**src/rtl/cnn_pkg.sv**
```systemverilog
// Shared CNN branch types: drain FSM states and the branch memory read-select code.
package cnn_pkg;

  typedef enum logic [1:0] {
    IDLE  = 2'd0,
    READ  = 2'd1,
    FLUSH = 2'd2,
    DONE  = 2'd3
  } drain_state_t;

  localparam logic [2:0] READ_SEL_MAXRELU = 3'b100;

endpackage

```
**src/rtl/sync_fifo.sv**
```systemverilog
// Small synchronous FIFO with occupancy count; head word is visible combinationally on rdata.
module sync_fifo #(
  parameter int unsigned WIDTH = 19,
  parameter int unsigned DEPTH = 4
) (
  input  logic                     clk,
  input  logic                     reset,
  input  logic                     push,
  input  logic [WIDTH-1:0]         wdata,
  input  logic                     pop,
  output logic [WIDTH-1:0]         rdata,
  output logic [$clog2(DEPTH):0]   count,
  output logic                     full,
  output logic                     empty
);

  localparam int unsigned PTR_W = $clog2(DEPTH);
  localparam int unsigned CNT_W = PTR_W + 1;

  logic [WIDTH-1:0] mem [DEPTH];
  logic [PTR_W-1:0] wr_ptr;
  logic [PTR_W-1:0] rd_ptr;
  logic             do_push;
  logic             do_pop;

  assign full    = (count == CNT_W'(DEPTH));
  assign empty   = (count == CNT_W'(0));
  assign do_push = push && !full;
  assign do_pop  = pop && !empty;
  assign rdata   = mem[rd_ptr];

  // Storage carries no reset so it maps onto plain registers or LUT RAM.
  always_ff @(posedge clk) begin
    if (do_push) begin
      mem[wr_ptr] <= wdata;
    end
  end

  always_ff @(posedge clk) begin
    if (reset) begin
      wr_ptr <= '0;
      rd_ptr <= '0;
      count  <= '0;
    end else begin
      if (do_push) begin
        wr_ptr <= wr_ptr + PTR_W'(1);
      end
      if (do_pop) begin
        rd_ptr <= rd_ptr + PTR_W'(1);
      end
      case ({do_push, do_pop})
        2'b10:   count <= count + CNT_W'(1);
        2'b01:   count <= count - CNT_W'(1);
        default: count <= count;
      endcase
    end
  end

endmodule

```
**src/rtl/branch_result_drain.sv**
```systemverilog
// Drains the pooled-result M10K in address order onto a valid/ready stream after branch done.
// Optional DRAIN_CHECKSUM_EN adds a running sum of every accepted word on the checksum port.
module branch_result_drain
  import cnn_pkg::*;
#(
  parameter int unsigned DATA_WIDTH    = 18,
  parameter int unsigned ADDR_WIDTH    = 16,
  parameter int unsigned RESULT_WIDTH  = 24,
  parameter int unsigned RESULT_HEIGHT = 24,
  parameter int unsigned BASE_ADDR     = 0,
  parameter int unsigned FIFO_DEPTH    = 4
) (
  input  logic                             clk,
  input  logic                             reset,
  input  logic                             start,
  output logic [2:0]                       read_select,
  output logic [ADDR_WIDTH-1:0]            read_address,
  input  logic [DATA_WIDTH-1:0]            read_data,
  output logic [DATA_WIDTH-1:0]            m_data,
  output logic                             m_valid,
  input  logic                             m_ready,
  output logic                             m_last,
  output logic                             busy,
  output logic                             drain_done
`ifdef DRAIN_CHECKSUM_EN
  ,
  output logic [DATA_WIDTH+ADDR_WIDTH-1:0] checksum
`endif
);

  localparam int unsigned NUM_WORDS = (RESULT_WIDTH / 2) * (RESULT_HEIGHT / 2);
  localparam int unsigned FCW       = $clog2(FIFO_DEPTH) + 1;
  localparam int unsigned FW        = DATA_WIDTH + 1;
  localparam logic [ADDR_WIDTH-1:0] BASE     = ADDR_WIDTH'(BASE_ADDR);
  localparam logic [ADDR_WIDTH-1:0] LAST_IDX = ADDR_WIDTH'(NUM_WORDS - 1);

  drain_state_t          state;
  logic [ADDR_WIDTH-1:0] issue_cnt;
  logic                  req_q;
  logic                  req_last_q;
  logic                  dv_q;
  logic                  dv_last_q;
  logic [FCW-1:0]        fifo_count;
  logic                  fifo_full;
  logic                  fifo_empty;
  logic [FW-1:0]         fifo_rdata;
  logic                  pop_c;
  logic                  credit_ok_c;
  logic                  drained_c;

  // Two read stages can be outstanding (address presented, q returning), both hold a FIFO slot.
  assign credit_ok_c = !fifo_full &&
                       ((32'(fifo_count) + 32'(req_q) + 32'(dv_q)) < FIFO_DEPTH);
  assign pop_c       = m_valid && m_ready;
  assign drained_c   = !req_q && !dv_q &&
                       ((fifo_count == FCW'(0)) || ((fifo_count == FCW'(1)) && pop_c));

  assign m_valid          = !fifo_empty;
  assign {m_last, m_data} = fifo_rdata;

  sync_fifo #(
    .WIDTH (FW),
    .DEPTH (FIFO_DEPTH)
  ) u_fifo (
    .clk   (clk),
    .reset (reset),
    .push  (dv_q),
    .wdata ({dv_last_q, read_data}),
    .pop   (pop_c),
    .rdata (fifo_rdata),
    .count (fifo_count),
    .full  (fifo_full),
    .empty (fifo_empty)
  );

  always_ff @(posedge clk) begin
    if (reset) begin
      state        <= IDLE;
      read_address <= BASE;
      read_select  <= 3'b000;
      issue_cnt    <= '0;
      req_q        <= 1'b0;
      req_last_q   <= 1'b0;
      dv_q         <= 1'b0;
      dv_last_q    <= 1'b0;
      busy         <= 1'b0;
      drain_done   <= 1'b0;
    end else begin
      dv_q       <= req_q;
      dv_last_q  <= req_last_q;
      req_q      <= 1'b0;
      req_last_q <= 1'b0;
      drain_done <= 1'b0;
      case (state)
        IDLE: begin
          // The first read goes out on the accepting edge so data lands two cycles later.
          if (start) begin
            state        <= (NUM_WORDS == 1) ? FLUSH : READ;
            read_address <= BASE;
            read_select  <= READ_SEL_MAXRELU;
            busy         <= 1'b1;
            issue_cnt    <= ADDR_WIDTH'(1);
            req_q        <= 1'b1;
            req_last_q   <= (NUM_WORDS == 1);
          end
        end
        READ: begin
          if (credit_ok_c) begin
            read_address <= BASE + issue_cnt;
            issue_cnt    <= issue_cnt + ADDR_WIDTH'(1);
            req_q        <= 1'b1;
            req_last_q   <= (issue_cnt == LAST_IDX);
            if (issue_cnt == LAST_IDX) begin
              state <= FLUSH;
            end
          end
        end
        FLUSH: begin
          if (drained_c) begin
            state      <= DONE;
            drain_done <= 1'b1;
          end
        end
        DONE: begin
          state        <= IDLE;
          read_address <= BASE;
          read_select  <= 3'b000;
          busy         <= 1'b0;
          issue_cnt    <= '0;
        end
        default: state <= IDLE;
      endcase
    end
  end

`ifdef DRAIN_CHECKSUM_EN
  localparam int unsigned CSW = DATA_WIDTH + ADDR_WIDTH;

  always_ff @(posedge clk) begin
    if (reset) begin
      checksum <= '0;
    end else if ((state == IDLE) && start) begin
      checksum <= '0;
    end else if (pop_c) begin
      checksum <= checksum + CSW'(m_data);
    end
  end
`endif

endmodule
```
**config.mk**
```make
export PLATFORM = sky130hd
export DESIGN_NAME = branch_result_drain
export DESIGN_NICKNAME = d
export VERILOG_FILES = /design/src/rtl/cnn_pkg.sv /design/src/rtl/sync_fifo.sv /design/src/rtl/branch_result_drain.sv
export SDC_FILE = /design/constraint.sdc
export NUM_CORES = 1
export LEC_CHECK = 0
export CORE_ASPECT_RATIO = 1.2
export CORE_UTILIZATION = 45
export DETAILED_ROUTE_END_ITERATION = 10
export GPL_ROUTABILITY_DRIVEN = 0
export PLACE_DENSITY = 0.67
export SLEW_MARGIN = 15
export SYNTH_ARGS = -nofsm -noshare
export SYNTH_HDL_FRONTEND = slang
export SYNTH_SLANG_ARGS = --single-unit
```
**constraint.sdc**
```tcl
create_clock -name clk -period 2.6 [get_ports clk]
set_input_delay 0.39 -clock clk [delete_from_list [all_inputs] [get_ports clk]]
set_output_delay 0.39 -clock clk [all_outputs]
set_load 0.005 [all_outputs]
```
==> flow_results.org, run 1 <==
** Outcome
- The flow ran to the end, but the final reports show violations.
- The final reports fail on DRC.

** Cells and area
- Count of antenna diodes in the layout :: 0
- Post-route insts no fill :: 573
- Cells with a size suffix above 1 make up between 10% and 20% of the layout.
- The filler cells instantiated in the layout total 834.
- Final Net Count :: 468
- From synthesis to final layout, the design area changed by 27.8%.

** Floorplanning
- Core Region :: 0.0106 mm2
- The floorplan has 41 rows.
- Chip Height :: between 100 and 150 um
- Measured along the x axis, the die boundary spans 97.9 um.
- The die covers 0.0115 mm2.
- The initial utilization of the core area, before any placement, comes to 46.7%.
- I/O Pins :: 63

** Clock network
- CTS Sinks :: 125
- The H-tree was split into 4 levels.
- After clock tree synthesis, the clock-pin slew on the worst setup and hold paths is roughly 50 ps.
- Setup Fix Bufs, Post-CTS :: 0
- The tree is rooted in a sky130_fd_sc_hd__clkbuf_16.
- Counting along the longest clock path gives a buffer depth of 2.
- Clock buffers created by TritonCTS :: 17
- Clock latency on the worst-skew pair, taken at its later pin, is around 410 ps.
- TritonCTS clock tree :: built

** Place
- During placement, the flow inserted port buffers numbering 60.
- Summed over all nets, the half-perimeter wirelength after detailed placement is roughly 5700 um.
- Number of instances in the placed design :: roughly 540
- Before CTS, the worst setup slack after placement is around 100 ps.

** STA
- At the pin with the least slew margin, the transition time is 762 ps.
- Hold violation count in the final report :: 0
- Setup repair after global routing missed its margin :: false
- Tcrit/Tclk final :: 91.2%
- Adding up every negative setup slack in the final design gives 0 ps.
- Setup violations remaining at the end of the flow were counted as 0.
- Max Clock Freq :: roughly 420 MHz
- Normalized max-slew margin :: 49.0%
- For the finished layout, the period the worst path requires is around 2400 ps.
- Fin worst setup slack :: between 200 and 250 ps
- Between clock sinks in the finished design, the worst skew comes to between 10 and 15 ps.
- The number of max-slew violations in the final report is 0.

** Drt
- After detailed routing, the number of vias per cell comes to slightly above 5.
- Pre-Repair DR Iteration Count :: 7
- Detailed Route WL :: 9020 um
- Detailed-route wire length per cell :: 15.7 um
- Routed via count :: around 2.9k
- Number of DRC markers in iteration 0 :: 148
- Antenna-violating nets left :: 0
- Post-detailed-route DRC marker count :: 6

** Pwr
- Power spread over the standard cell area amounts to roughly 950 mW/mm2.
- The worst-case IR drop observed on VDD is between 500 and 600 uV.
- Leakage :: 0.00216 uW
- The clock network is responsible for 37.3% of the overall power.
- Share of total power consumed by net switching :: between 20% and 30%
- The internal portion of the total power is about 4400 uW.
- Summed over all nets, the switching power comes to 1660 uW.
- Of the total power, combinational logic draws a little under a quarter.
- The share of total power dissipated in sequential elements is about two fifths.

** Worst setup path
- Cell depth of the worst flop-to-flop path :: 6
- Crit Path Class :: reg -> out
- The signal on the critical path passes through buf_12 > mux4_2 > clkdlybuf4s50_1.
- STA classifies the critical path startpoint as a flip-flop.
- Reg-to-Reg End :: issue_cnt[6]$_SDFFE_PP0P_
- For the worst setup path, the data required time is between 2000 and 2500 ps.
- Startpoint of the worst-slack reg-to-reg timing path :: dv_q$_SDFF_PP0_
- Reg2reg setup slack :: ~280 ps
- Delay contributed by the slowest stage of the critical path :: ~540 ps
- The worst setup path is captured at an output pin.
- For the worst setup path, the data arrival time is 1980 ps.
- Critical path's slowest cell :: sky130_fd_sc_hd__mux4_2
- Max FO, Critical Path :: 19

** Logic synthesis
- Most repeated cell in the gate-level netlist after synthesis :: sky130_fd_sc_hd__edfxtp_1
- Sequential share of the synthesized area :: about two thirds
- After synthesis, the cell types taking the most area are sky130_fd_sc_hd__edfxtp_1 (46%), sky130_fd_sc_hd__dfxtp_1 (20%), sky130_fd_sc_hd__mux4_2 (8.6%), sky130_fd_sc_hd__ha_1 (3.8%), sky130_fd_sc_hd__nand2_1 (3.0%).
- After synthesis the netlist holds a flip-flop and latch count of 125.
- Synthesis produced 355 cells.
- In this run, synthesis inferred between 70 and 80 flip-flops with an integrated enable.
- In this run, distinct cell masters in the synthesized netlist total 42.
- The commonest cells after synthesis are sky130_fd_sc_hd__edfxtp_1 (76), sky130_fd_sc_hd__dfxtp_1 (49), sky130_fd_sc_hd__nand2_1 (40), sky130_fd_sc_hd__a21oi_1 (27), sky130_fd_sc_hd__nor2_1 (20).
- Count of yosys warnings during synthesis :: 0
- Of all cell types, the one taking the most synthesized area is sky130_fd_sc_hd__edfxtp_1.
- Prevailing post-synth register cell :: sky130_fd_sc_hd__edfxtp_1
- In this run the biggest area consumer among cell types represents a little under half of the synthesized area.
- Summing every instance area after synthesis gives around 0.005 mm2.
- Share of synthesized registers carrying an async set or reset :: 0%
- Average footprint of a synthesized cell :: around 14 um2

** Min path
- End of the worst hold path :: dv_last_q$_SDFF_PP0_
- Along the worst hold path, the cell count comes to 1.
- In this run the most critical hold path is launched from req_last_q$_SDFF_PP0_.
- The path class of the tightest hold or removal check is reg -> reg.

** Global routing
- The first global-routing pass estimated 14,600 um of wire.
- For this run the aggregate overflow at the end of global routing stands at 0.
- Across every metal layer, demand over resource in global routing totals 16.8%.
- Entering global routing, the biggest net connects 31 pins.
- Via count of the first global-routing pass :: between 2k and 3k
- Number of antenna violations at the first check in global routing :: 0

** Flow run
- Max-cap violations in this run came to 0.
[cells in the final DEF (no fill, tap or decap), types with 2 or more instances in the layout]
| master | instances |
|---|---|
| sky130_fd_sc_hd__ha_1 | 15 |
| sky130_fd_sc_hd__o21ai_1 | 2 |
| sky130_fd_sc_hd__a21oi_1 | 27 |
| sky130_fd_sc_hd__bufinv_16 | 2 |
| sky130_fd_sc_hd__buf_4 | 12 |
| sky130_fd_sc_hd__clkbuf_16 | 17 |
| sky130_fd_sc_hd__or3_1 | 3 |
| sky130_fd_sc_hd__o21ai_0 | 5 |
| sky130_fd_sc_hd__nand2b_1 | 2 |
| sky130_fd_sc_hd__dfxtp_1 | 49 |
| sky130_fd_sc_hd__and3_1 | 5 |
| sky130_fd_sc_hd__and4_1 | 2 |
| sky130_fd_sc_hd__xnor2_1 | 4 |
| sky130_fd_sc_hd__clkinv_1 | 2 |
| sky130_fd_sc_hd__nand2_1 | 40 |
| sky130_fd_sc_hd__mux2i_1 | 2 |
| sky130_fd_sc_hd__clkdlybuf4s50_1 | 60 |
| sky130_fd_sc_hd__mux4_2 | 19 |
| sky130_fd_sc_hd__nor4_1 | 2 |
| sky130_fd_sc_hd__clkinv_2 | 2 |
| sky130_fd_sc_hd__nor2_1 | 20 |
| sky130_fd_sc_hd__conb_1 | 2 |
| sky130_fd_sc_hd__nand3_1 | 8 |
| sky130_fd_sc_hd__inv_6 | 2 |
| sky130_fd_sc_hd__nor2b_1 | 3 |
| sky130_fd_sc_hd__inv_1 | 12 |
| sky130_fd_sc_hd__xor2_1 | 13 |
| sky130_fd_sc_hd__edfxtp_1 | 76 |
| sky130_fd_sc_hd__nor3_1 | 2 |
| sky130_fd_sc_hd__clkinvlp_4 | 7 |
| sky130_fd_sc_hd__and2_1 | 5 |
| sky130_fd_sc_hd__nand4_1 | 7 |
[worst max path at each step]
stage / start / endpoint / depth (start not counted)
6_report: flip-flop / m_data[2] / 3
5_1_grt: dv_q$_SDFF_PP0_ / issue_cnt[6]$_SDFFE_PP0P_ / 6
4_1_cts: flip-flop / m_data[2] / 3
3_5_place_dp: dv_q$_SDFF_PP0_ / issue_cnt[6]$_SDFFE_PP0P_ / 6
3_3_place_gp: dv_q$_SDFF_PP0_ / issue_cnt[6]$_SDFFE_PP0P_ / 6
2_1_floorplan: u_fifo.count[0]$_SDFFE_PP0P_ / u_fifo.count[2]$_SDFFE_PP0P_ / 7
[power by group through the flow]
stage | Combinational, uW | Sequential (uW) | Clock, uW
global placement | 1420 | 2370 | 0
CTS | 1470 | 2340 | 2290
global route | 1580 | 2350 | 2360
detailed placement | 1440 | 2370 | 0
floorplan | 904 | 2350 | 0
finish | 1440 | 2330 | 2250
[what timing repair did]
item	CTS	global route
hold buffers	0	0
endpoints found under the setup margin	1	0
resized for setup	1	0
[metrics by stage]
stage	hold WS (ps)	util, %	instance area, um2	power, uW
final	438	59.7	6340	6030
after global routing	449	59.7	6340	6290
after CTS	442	59.7	6340	6090
after detailed placement	429	54.3	5760	3820
after global placement	421	54.3	5760	3790
after floorplan	414	-	4970	3260
[state kept, by name, indices dropped and copies added, names as in the netlist, named ones only]
name           flops
drain_done         1
u_fifo.count       3
req_q              1
u_fifo.rd_ptr      2
state              2
u_fifo.mem        76
read_address      16
busy               1
dv_last_q          1
issue_cnt         16
u_fifo.wr_ptr      2
req_last_q         1
dv_q               1
[area by class of cell]
type,instances,area [um2],share of cell area [%]
sequential,125,3260,51.4
multi-input combinational,202,1590,25.1
timing repair buffer,73,711,11.2
clock buffer,17,425,6.71
tap,129,161,2.54
clock inverter,15,148,2.33
inverter,12,45.0,0.710
[cell families (layout without fill, tap and decap cells)]
family	after synthesis	after routing	share of synthesized area (%)
flops	125	125	65.7
simple gates	103	103	9.91
compound gates	44	44	5.75
buf+inv	29	117	2.72
mux	21	21	9.02
xor+xnor	17	17	3.00
fa+ha+maj	15	15	3.78
other cells	1	2	0.0756
[metal layers]
metal  wire (um)  GRT usage, %  vias up
met3         372          4.69       12
met2        4600          30.0       65
met4         144          7.58        0
li1            -             -     1452
met5           0             0        -
met1        3910          19.0     1417
[worst max-delay path: cells and delay by family, from the launching register on]
family / cells / cell delay, ps
buf+inv: 2 / 680
flops: 1 / 350
mux: 1 / 540
Note: power is estimated with default switching activity, not from simulation.
==> run 2, diff against run 1 <==
==> constraint.sdc (replaced) <==
create_clock -name clk -period 2.6 [get_ports clk]
set_input_delay 0.52 -clock clk [delete_from_list [all_inputs] [get_ports clk]]
set_output_delay 0.52 -clock clk [all_outputs]
set_load 0.005 [all_outputs]
==> flow_results.org, run 2 (synthesized netlist as in run 1, its figures left out) <==
** Outcome
- The run finished, with violations left.
- Failing checks :: DRC

** Worst setup path
- Type of destination of the critical path :: output pin
- The number of cells on the worst reg-to-reg path came to 5 (-1).
- Capture point of the worst path :: m_last
- Data required time at the worst endpoint :: 2080 ps (-130 ps)
- STA classifies the critical path startpoint as a flip-flop.
- Startpoint of the worst-slack reg-to-reg timing path :: u_fifo.count[0]$_SDFFE_PP0P_
- CP Data Arrival Time :: 1960 ps (-20 ps)
- Crit Path Class :: reg -> out
- Reg2reg setup slack :: 430 ps (+150 ps)
- The largest fanout of any net on the critical path was 10 (-9).
- The worst register-to-register path ends at issue_cnt[4]$_SDFFE_PP0P_.

** STA
- Slew Limit Fails :: 0 (unchanged)
- The post-layout minimum cycle time came to 2480 ps (+108 ps).
- Tcrit/Tclk final :: 95.3% (+4.2 points)
- Clock skew after layout :: 4.99 ps (-5.61 ps)
- Post-Route Setup TNS :: 0 ps (unchanged)
- Normalized max-slew margin :: 63.3% (+14 points)
- The pin slew with the least headroom to its limit is 550 ps (-212 ps).
- The final count of hold timing violations is 0 (unchanged).
- Max Clock Freq :: 404 MHz (-4.4%)
- Total setup violations reported at the end of the flow :: 0 (unchanged)
- Setup repair after global routing left no endpoint under its margin.
- Fin worst setup slack :: 122 ps (-108 ps)

** Place
- The post-placement setup slack is 247 ps (+144 ps).
- The detailed-placement wirelength estimate came to 5850 um (+3.5%).
- Buffers on Ports :: 60 (unchanged)

** Cells and area
- The antenna diode count is 0 (unchanged).
- The layout net count came to 474 (+1.3%).
- Leading cell types in the layout, fill and taps excluded :: sky130_fd_sc_hd__edfxtp_1 (76), sky130_fd_sc_hd__clkdlybuf4s50_1 (60), sky130_fd_sc_hd__dfxtp_1 (48)
- Top reg by flops :: u_fifo.mem
- Layout fillers :: 808 (-3.1%)
- The number of flip-flops in the largest register was 76 (unchanged).
- Registers with the most flip-flops :: u_fifo.mem (76), issue_cnt (16), read_address (16)
- P&R area growth vs syn :: 30.4%
- Layout cell share with drive strength beyond 1 :: 16.9% (+1.6 points)
- The library cell used most frequently in the layout, excluding fill and tap cells, is sky130_fd_sc_hd__edfxtp_1.

** Global routing
- Number of antenna violations at the first check in global routing :: 0 (unchanged)
- Gr ovfl total :: 0 (unchanged)
- The wire length of the first global-routing pass was 15,200 um (+4.1%).
- Overall routing resource usage :: 17.7% (+0.89 points)
- The via count of the first global-routing pass is 3,080 (+3.2%).
- Maximum number of pins on one net before global-route repair :: 31 (unchanged)

** Clock network
- The CTS buffer count was 17 (unchanged).
- TritonCTS clock tree :: built
- Root Buffer :: sky130_fd_sc_hd__clkbuf_16
- CTS Sinks :: 125 (unchanged)
- H-tree depth :: 4 (unchanged)
- Clock-pin slew of the registers on the worst-case setup and hold paths :: 50 ps (about the same)
- Clock latency reported for the late side of the worst-skew pair :: 410 ps (about the same)
- The buffer levels on the longest clock path is 2 (unchanged).

** Drt
- The number of iterations in the first detailed-routing pass came to 7 (unchanged).
- Detailed-route wire length per cell :: 15.8 um (+0.63%)
- The number of remaining DRC errors is 6 (unchanged).
- Routed via count :: 2,989 (+1.5%)
- The residual antenna-violating net count after detailed routing came to 0 (unchanged).
- Number of DRC markers in iteration 0 :: 105 (-29%)
- Detailed Route WL :: 9180 um (+1.7%)
- Post-DR vias/cell :: 5.16 (+0.41%)

** Floorplanning
- Die outline area :: 0.0115 mm2 (unchanged)
- Core Region :: 0.0106 mm2 (unchanged)
- The number of top-level pins was 63 (unchanged).
- The effective utilization at floorplan is 46.7% (unchanged).
- The die boundary width is 97.9 um (unchanged).
- The die boundary height was 117 um (unchanged).
- Total number of placement rows :: 41 (unchanged)

** Flow run
- The count of maximum capacitance violations came to 0 (unchanged).

** Pwr
- Leakage :: 0.00224 uW (+3.8%)
- Power density cells :: 986 mW/mm2 (+3.7%)
- Max rail drop VDD :: 581 uV (+14%)

** Min path
- Type of the worst min-delay path :: reg -> reg
## run 2: worst max-delay path: stages, from the launching register on
cell                              delay, ps
sky130_fd_sc_hd__dfxtp_2                390
sky130_fd_sc_hd__buf_12                 170
sky130_fd_sc_hd__mux4_2                 520
sky130_fd_sc_hd__clkdlybuf4s50_1        470
## run 2: layout make-up
cell class                 instances  area [um2]  share of cell area [%]
sequential                       125        3260                    50.4
multi-input combinational        202        1580                    24.4
timing repair buffer              79         773                    11.9
clock buffer                      18         429                    6.63
clock inverter                    14         218                    3.36
tap                              129         161                    2.49
inverter                          12        45.0                   0.696
## run 2: power by group
| part | leakage (uW) | total, uW | internal [uW] | switching, uW |
|---|---|---|---|---|
| Sequential | 0.00109 | 2350 | 2250 | 103 |
| Combinational | 0.000845 | 1490 | 769 | 719 |
| Clock | 0.000306 | 2540 | 1700 | 841 |
| Total | 0.00224 | 6380 | 4720 | 1660 |
## run 2: timing repair
item | 4_1_cts | 5_1_grt
setup buffers | 0 | 0
hold buffers | 0 | 0
resized for setup | 0 | 1
endpoints found under the setup margin | 0 | 2
## run 2: layer usage
| metal | track usage [%] | vias up | routed length (um) |
|---|---|---|---|
| met5 | 0 | - | 0 |
| met4 | 7.78 | 0 | 106 |
| met3 | 6.59 | 10 | 415 |
| met2 | 30.1 | 74 | 4610 |
| met1 | 20.2 | 1444 | 4040 |
| li1 | - | 1461 | - |
## run 2: per-stage QoR
stage          hold slack, ps  std cells  util, %  power, uW  area, um2
2_1_floorplan             414        356        -       3260       4970
3_3_place_gp              450        546     54.6       3820       5800
3_5_place_dp              449        546     54.6       3850       5800
4_1_cts                   459        578     60.7       6410       6450
5_1_grt                   471        579     61.0       6680       6470
6_report                  455        579     61.0       6380       6470
## run 2: how the worst min path moves through the flow
stage | slack (ps) | cells after the start | startpoint | endpoint
final | 450 | 2 | read_address[3]$_SDFFE_PP0P_ | read_address[3]$_SDFFE_PP0P_
after floorplan | 410 | 1 | req_last_q$_SDFF_PP0_ | dv_last_q$_SDFF_PP0_
after CTS | 460 | 2 | read_address[3]$_SDFFE_PP0P_ | read_address[3]$_SDFFE_PP0P_
after global placement | 450 | 2 | read_address[8]$_SDFFE_PP0P_ | read_address[8]$_SDFFE_PP0P_
after detailed placement | 450 | 2 | read_address[9]$_SDFFE_PP0P_ | read_address[9]$_SDFFE_PP0P_
after global routing | 470 | 2 | read_address[2]$_SDFFE_PP0P_ | read_address[2]$_SDFFE_PP0P_
==> run 3, diff against run 2 <==
--- a/constraint.sdc
+++ b/constraint.sdc
@@ -3,2 +3,2 @@
 set_output_delay 0.52 -clock clk [all_outputs]
-set_load 0.005 [all_outputs]
+set_load 0.02 [all_outputs]
==> flow_results.org, run 3 (synthesized netlist as in run 1, its figures left out) <==
** Worst setup path
- Type of destination of the critical path :: output pin
- Kind of launch point of the worst setup path :: flip-flop
- Data required time at the worst endpoint :: 2080 ps (about the same)
- Max FO, Critical Path :: 5 (-5)
- CP Data Arrival Time :: 1860 ps (-100 ps)
- The critical path is of the reg -> out type.

** Global routing
- The initial antenna violation count is 0 (unchanged).
- The wire length of the first global-routing pass was 14,600 um (-3.8%).
- The largest net degree at the start of global routing is 31 (unchanged).
- Via count of the first global-routing pass :: 3,025 (-1.8%)
- The total overflow reported by the global router was 0 (unchanged).
- Overall routing resource usage :: 17.1% (-0.63 points)

** STA
- The final total negative setup slack came to 0 ps (unchanged).
- The pin slew with the least headroom to its limit is 677 ps (+127 ps).
- The final count of hold timing violations came to 0 (unchanged).
- The number of max-slew violations in the final report is 0 (unchanged).
- The final worst setup slack is 218 ps (+96.1 ps).
- Total setup violations reported at the end of the flow :: 0 (unchanged)
- The final setup skew was 6.56 ps (+1.57 ps).
- Setup repair after global routing left no endpoint under its margin.
- The post-layout minimum cycle time is 2380 ps (-96.1 ps).
- The period utilization came to 91.6% (-3.7 points).
- The achievable clock frequency is 420 MHz (+4.0%).
- Normalized max-slew margin :: 54.8% (-8.5 points)

** Pwr
- The total power consumption of the routed design came to 6180 uW (-3.1%).
- Net switching power :: 1740 uW (+4.8%)
- Share of total power consumed by net switching :: 28.2% (+2.1 points)
- Max rail drop VDD :: 483 uV (-17%)
- Leakage :: 0.00233 uW (+4.0%)
- Reg power frac :: 37.8% (+1.0 points)
- Comb power frac :: 25.2% (+1.9 points)
- Cell-internal power :: 4440 uW (-5.9%)
- Power share of the clock group :: 37.0% (-2.9 points)
- The power density over the cells came to 969 mW/mm2 (-1.7%).

** Drt
- The average wire length per cell after detail routing came to 15.3 um (-3.6%).
- Post-detailed-route DRC marker count :: 6 (unchanged)
- Antenna-violating nets left :: 0 (unchanged)
- Pre-Repair DR Iteration Count :: 7 (unchanged)
- Number of DRC markers in iteration 0 :: 157 (+50%)
- The routed wire length was 8770 um (-4.4%).
- The total via count in the routed design was 2,988 (-0.033%).
- The per-cell via count in the routed design is 5.21 (+0.84%).

** Cells and area
- Leading cell type in the layout, fill and taps excluded :: sky130_fd_sc_hd__edfxtp_1
- Leaving out fill and tap cells, the most frequent cells in the layout are sky130_fd_sc_hd__edfxtp_1 (76), sky130_fd_sc_hd__dfxtp_1 (49), sky130_fd_sc_hd__clkdlybuf4s50_1 (41).
- Post-route insts no fill :: 574 (-0.86%)
- P&R area growth vs syn :: 28.6%
- The largest registers in the layout are u_fifo.mem (76), issue_cnt (16), read_address (16).
- The number of flip-flops in the largest register is 76 (unchanged).
- Layout cell share with drive strength beyond 1 :: 15.3% (-1.6 points)
- The area taken by multi-input logic gates is 0.00158 mm2 (unchanged).
- The layout net count is 469 (-1.1%).
- Count of antenna diodes in the layout :: 0 (unchanged)
- The number of fill cells is 846 (+4.7%).
- The register with the most flip-flops in the final layout is u_fifo.mem.
- Area taken by flip-flops and latches :: 0.00326 mm2 (about the same)

** Floorplanning
- The full die area is 0.0115 mm2 (unchanged).
- Effective utilization at floorplan :: 46.7% (unchanged)
- The die boundary width came to 97.9 um (unchanged).
- Core Region :: 0.0106 mm2 (unchanged)
- Total number of placement rows :: 41 (unchanged)
- Chip Height :: 117 um (unchanged)
- I/O Pins :: 63 (unchanged)

** Clock network
- H-tree depth :: 4 (unchanged)
- The total clock sinks came to 125 (unchanged).
- Clock latency reported for the late side of the worst-skew pair :: 410 ps (about the same)
- Setup Fix Bufs, Post-CTS :: 0 (unchanged)
- The root buffer cell chosen for the clock tree is sky130_fd_sc_hd__clkbuf_16.
- TritonCTS clock tree :: built
- The buffer levels on the longest clock path is 2 (unchanged).
- The clock transition time at the flip-flop clock pins of the worst setup and hold paths was 50 ps (about the same).
- Clock buffers created by TritonCTS :: 17 (unchanged)

** Min path
- The worst hold path belongs to the class reg -> reg.

** Place
- Buffers on Ports :: 60 (unchanged)
- The detailed-placement wirelength estimate was 5650 um (-3.5%).
- Placement Setup Slack :: 278 ps (+31.6 ps)
- Number of instances in the placed design :: 542 (-0.73%)

** Outcome
- Result of the run :: finished, violations left
- The final reports fail on DRC.

** Flow run
- The count of maximum capacitance violations came to 0 (unchanged).
## run 3: cell types whose count changed in the layout (fill, tap and decap cells not counted), sizes merged
| cell | before | now |
|---|---|---|
| bufinv | 5 | 3 |
| dlygate4sd2 | 0 | 4 |
| inv | 13 | 12 |
| clkdlybuf4s50 | 60 | 41 |
| clkinv | 5 | 9 |
| buf | 18 | 14 |
| dlymetal6s2s | 0 | 15 |
| clkbuf | 19 | 18 |
| clkinvlp | 3 | 2 |
## run 3: final timing paths
kind | from | cells past startpoint | slack (ps) | endpoint
setup reg to reg | u_fifo.count[0]$_SDFFE_PP0P_ | 6 | 360 | issue_cnt[6]$_SDFFE_PP0P_
setup / recovery | u_fifo.count[0]$_SDFFE_PP0P_ | 4 | 220 | m_valid
hold / removal | read_address[3]$_SDFFE_PP0P_ | 2 | 450 | read_address[3]$_SDFFE_PP0P_
hold reg to reg | read_address[3]$_SDFFE_PP0P_ | 2 | 450 | read_address[3]$_SDFFE_PP0P_
## run 3: per-stage QoR
stage	hold slack, ps	util (%)	cell area, um2
floorplan	414	-	4970
global placement	425	54.3	5770
detailed placement	430	54.3	5770
CTS	460	59.8	6350
global route	469	60.1	6380
finish	455	60.1	6380
## run 3: layout make-up
cell class              instances  area share [%]
flip-flops and latches        125            51.1
multi-input cells             202            24.8
inverters                      12           0.706
well taps                     129            2.53
clock buffers                  18            6.72
clock inverters                14            2.37
repair buffers                 74            11.8
## run 3: routing by layer
| layer | vias up | track usage (%) | share of wire (%) |
|---|---|---|---|
| met5 | - | 0 | 0 |
| met4 | 0 | 6.06 | 1.2 |
| met3 | 9 | 6.29 | 4.7 |
| met2 | 72 | 29.4 | 51 |
| met1 | 1451 | 19.8 | 43 |
| li1 | 1456 | - | - |
## run 3: power by group through the flow
stage | Sequential, uW | Combinational [uW] | Clock (uW)
floorplan | 2360 | 1050 | 0
global placement | 2370 | 1600 | 0
detailed placement | 2380 | 1610 | 0
CTS | 2340 | 1600 | 2340
global route | 2360 | 1700 | 2420
finish | 2340 | 1560 | 2290
## run 3: repair_timing
action | in CTS | in global routing
resized for setup | 4 | 15
setup endpoints to repair | 4 | 15
pin swaps | 0 | 0
hold buffers | 0 | 0
endpoints found under the hold margin | 0 | 0
## run 3: critical path: stages, from the launching register on
cell,delay (ps)
sky130_fd_sc_hd__dfxtp_1,420
sky130_fd_sc_hd__inv_1,90
sky130_fd_sc_hd__ha_1,240
sky130_fd_sc_hd__nand2b_1,100
sky130_fd_sc_hd__clkdlybuf4s50_1,600
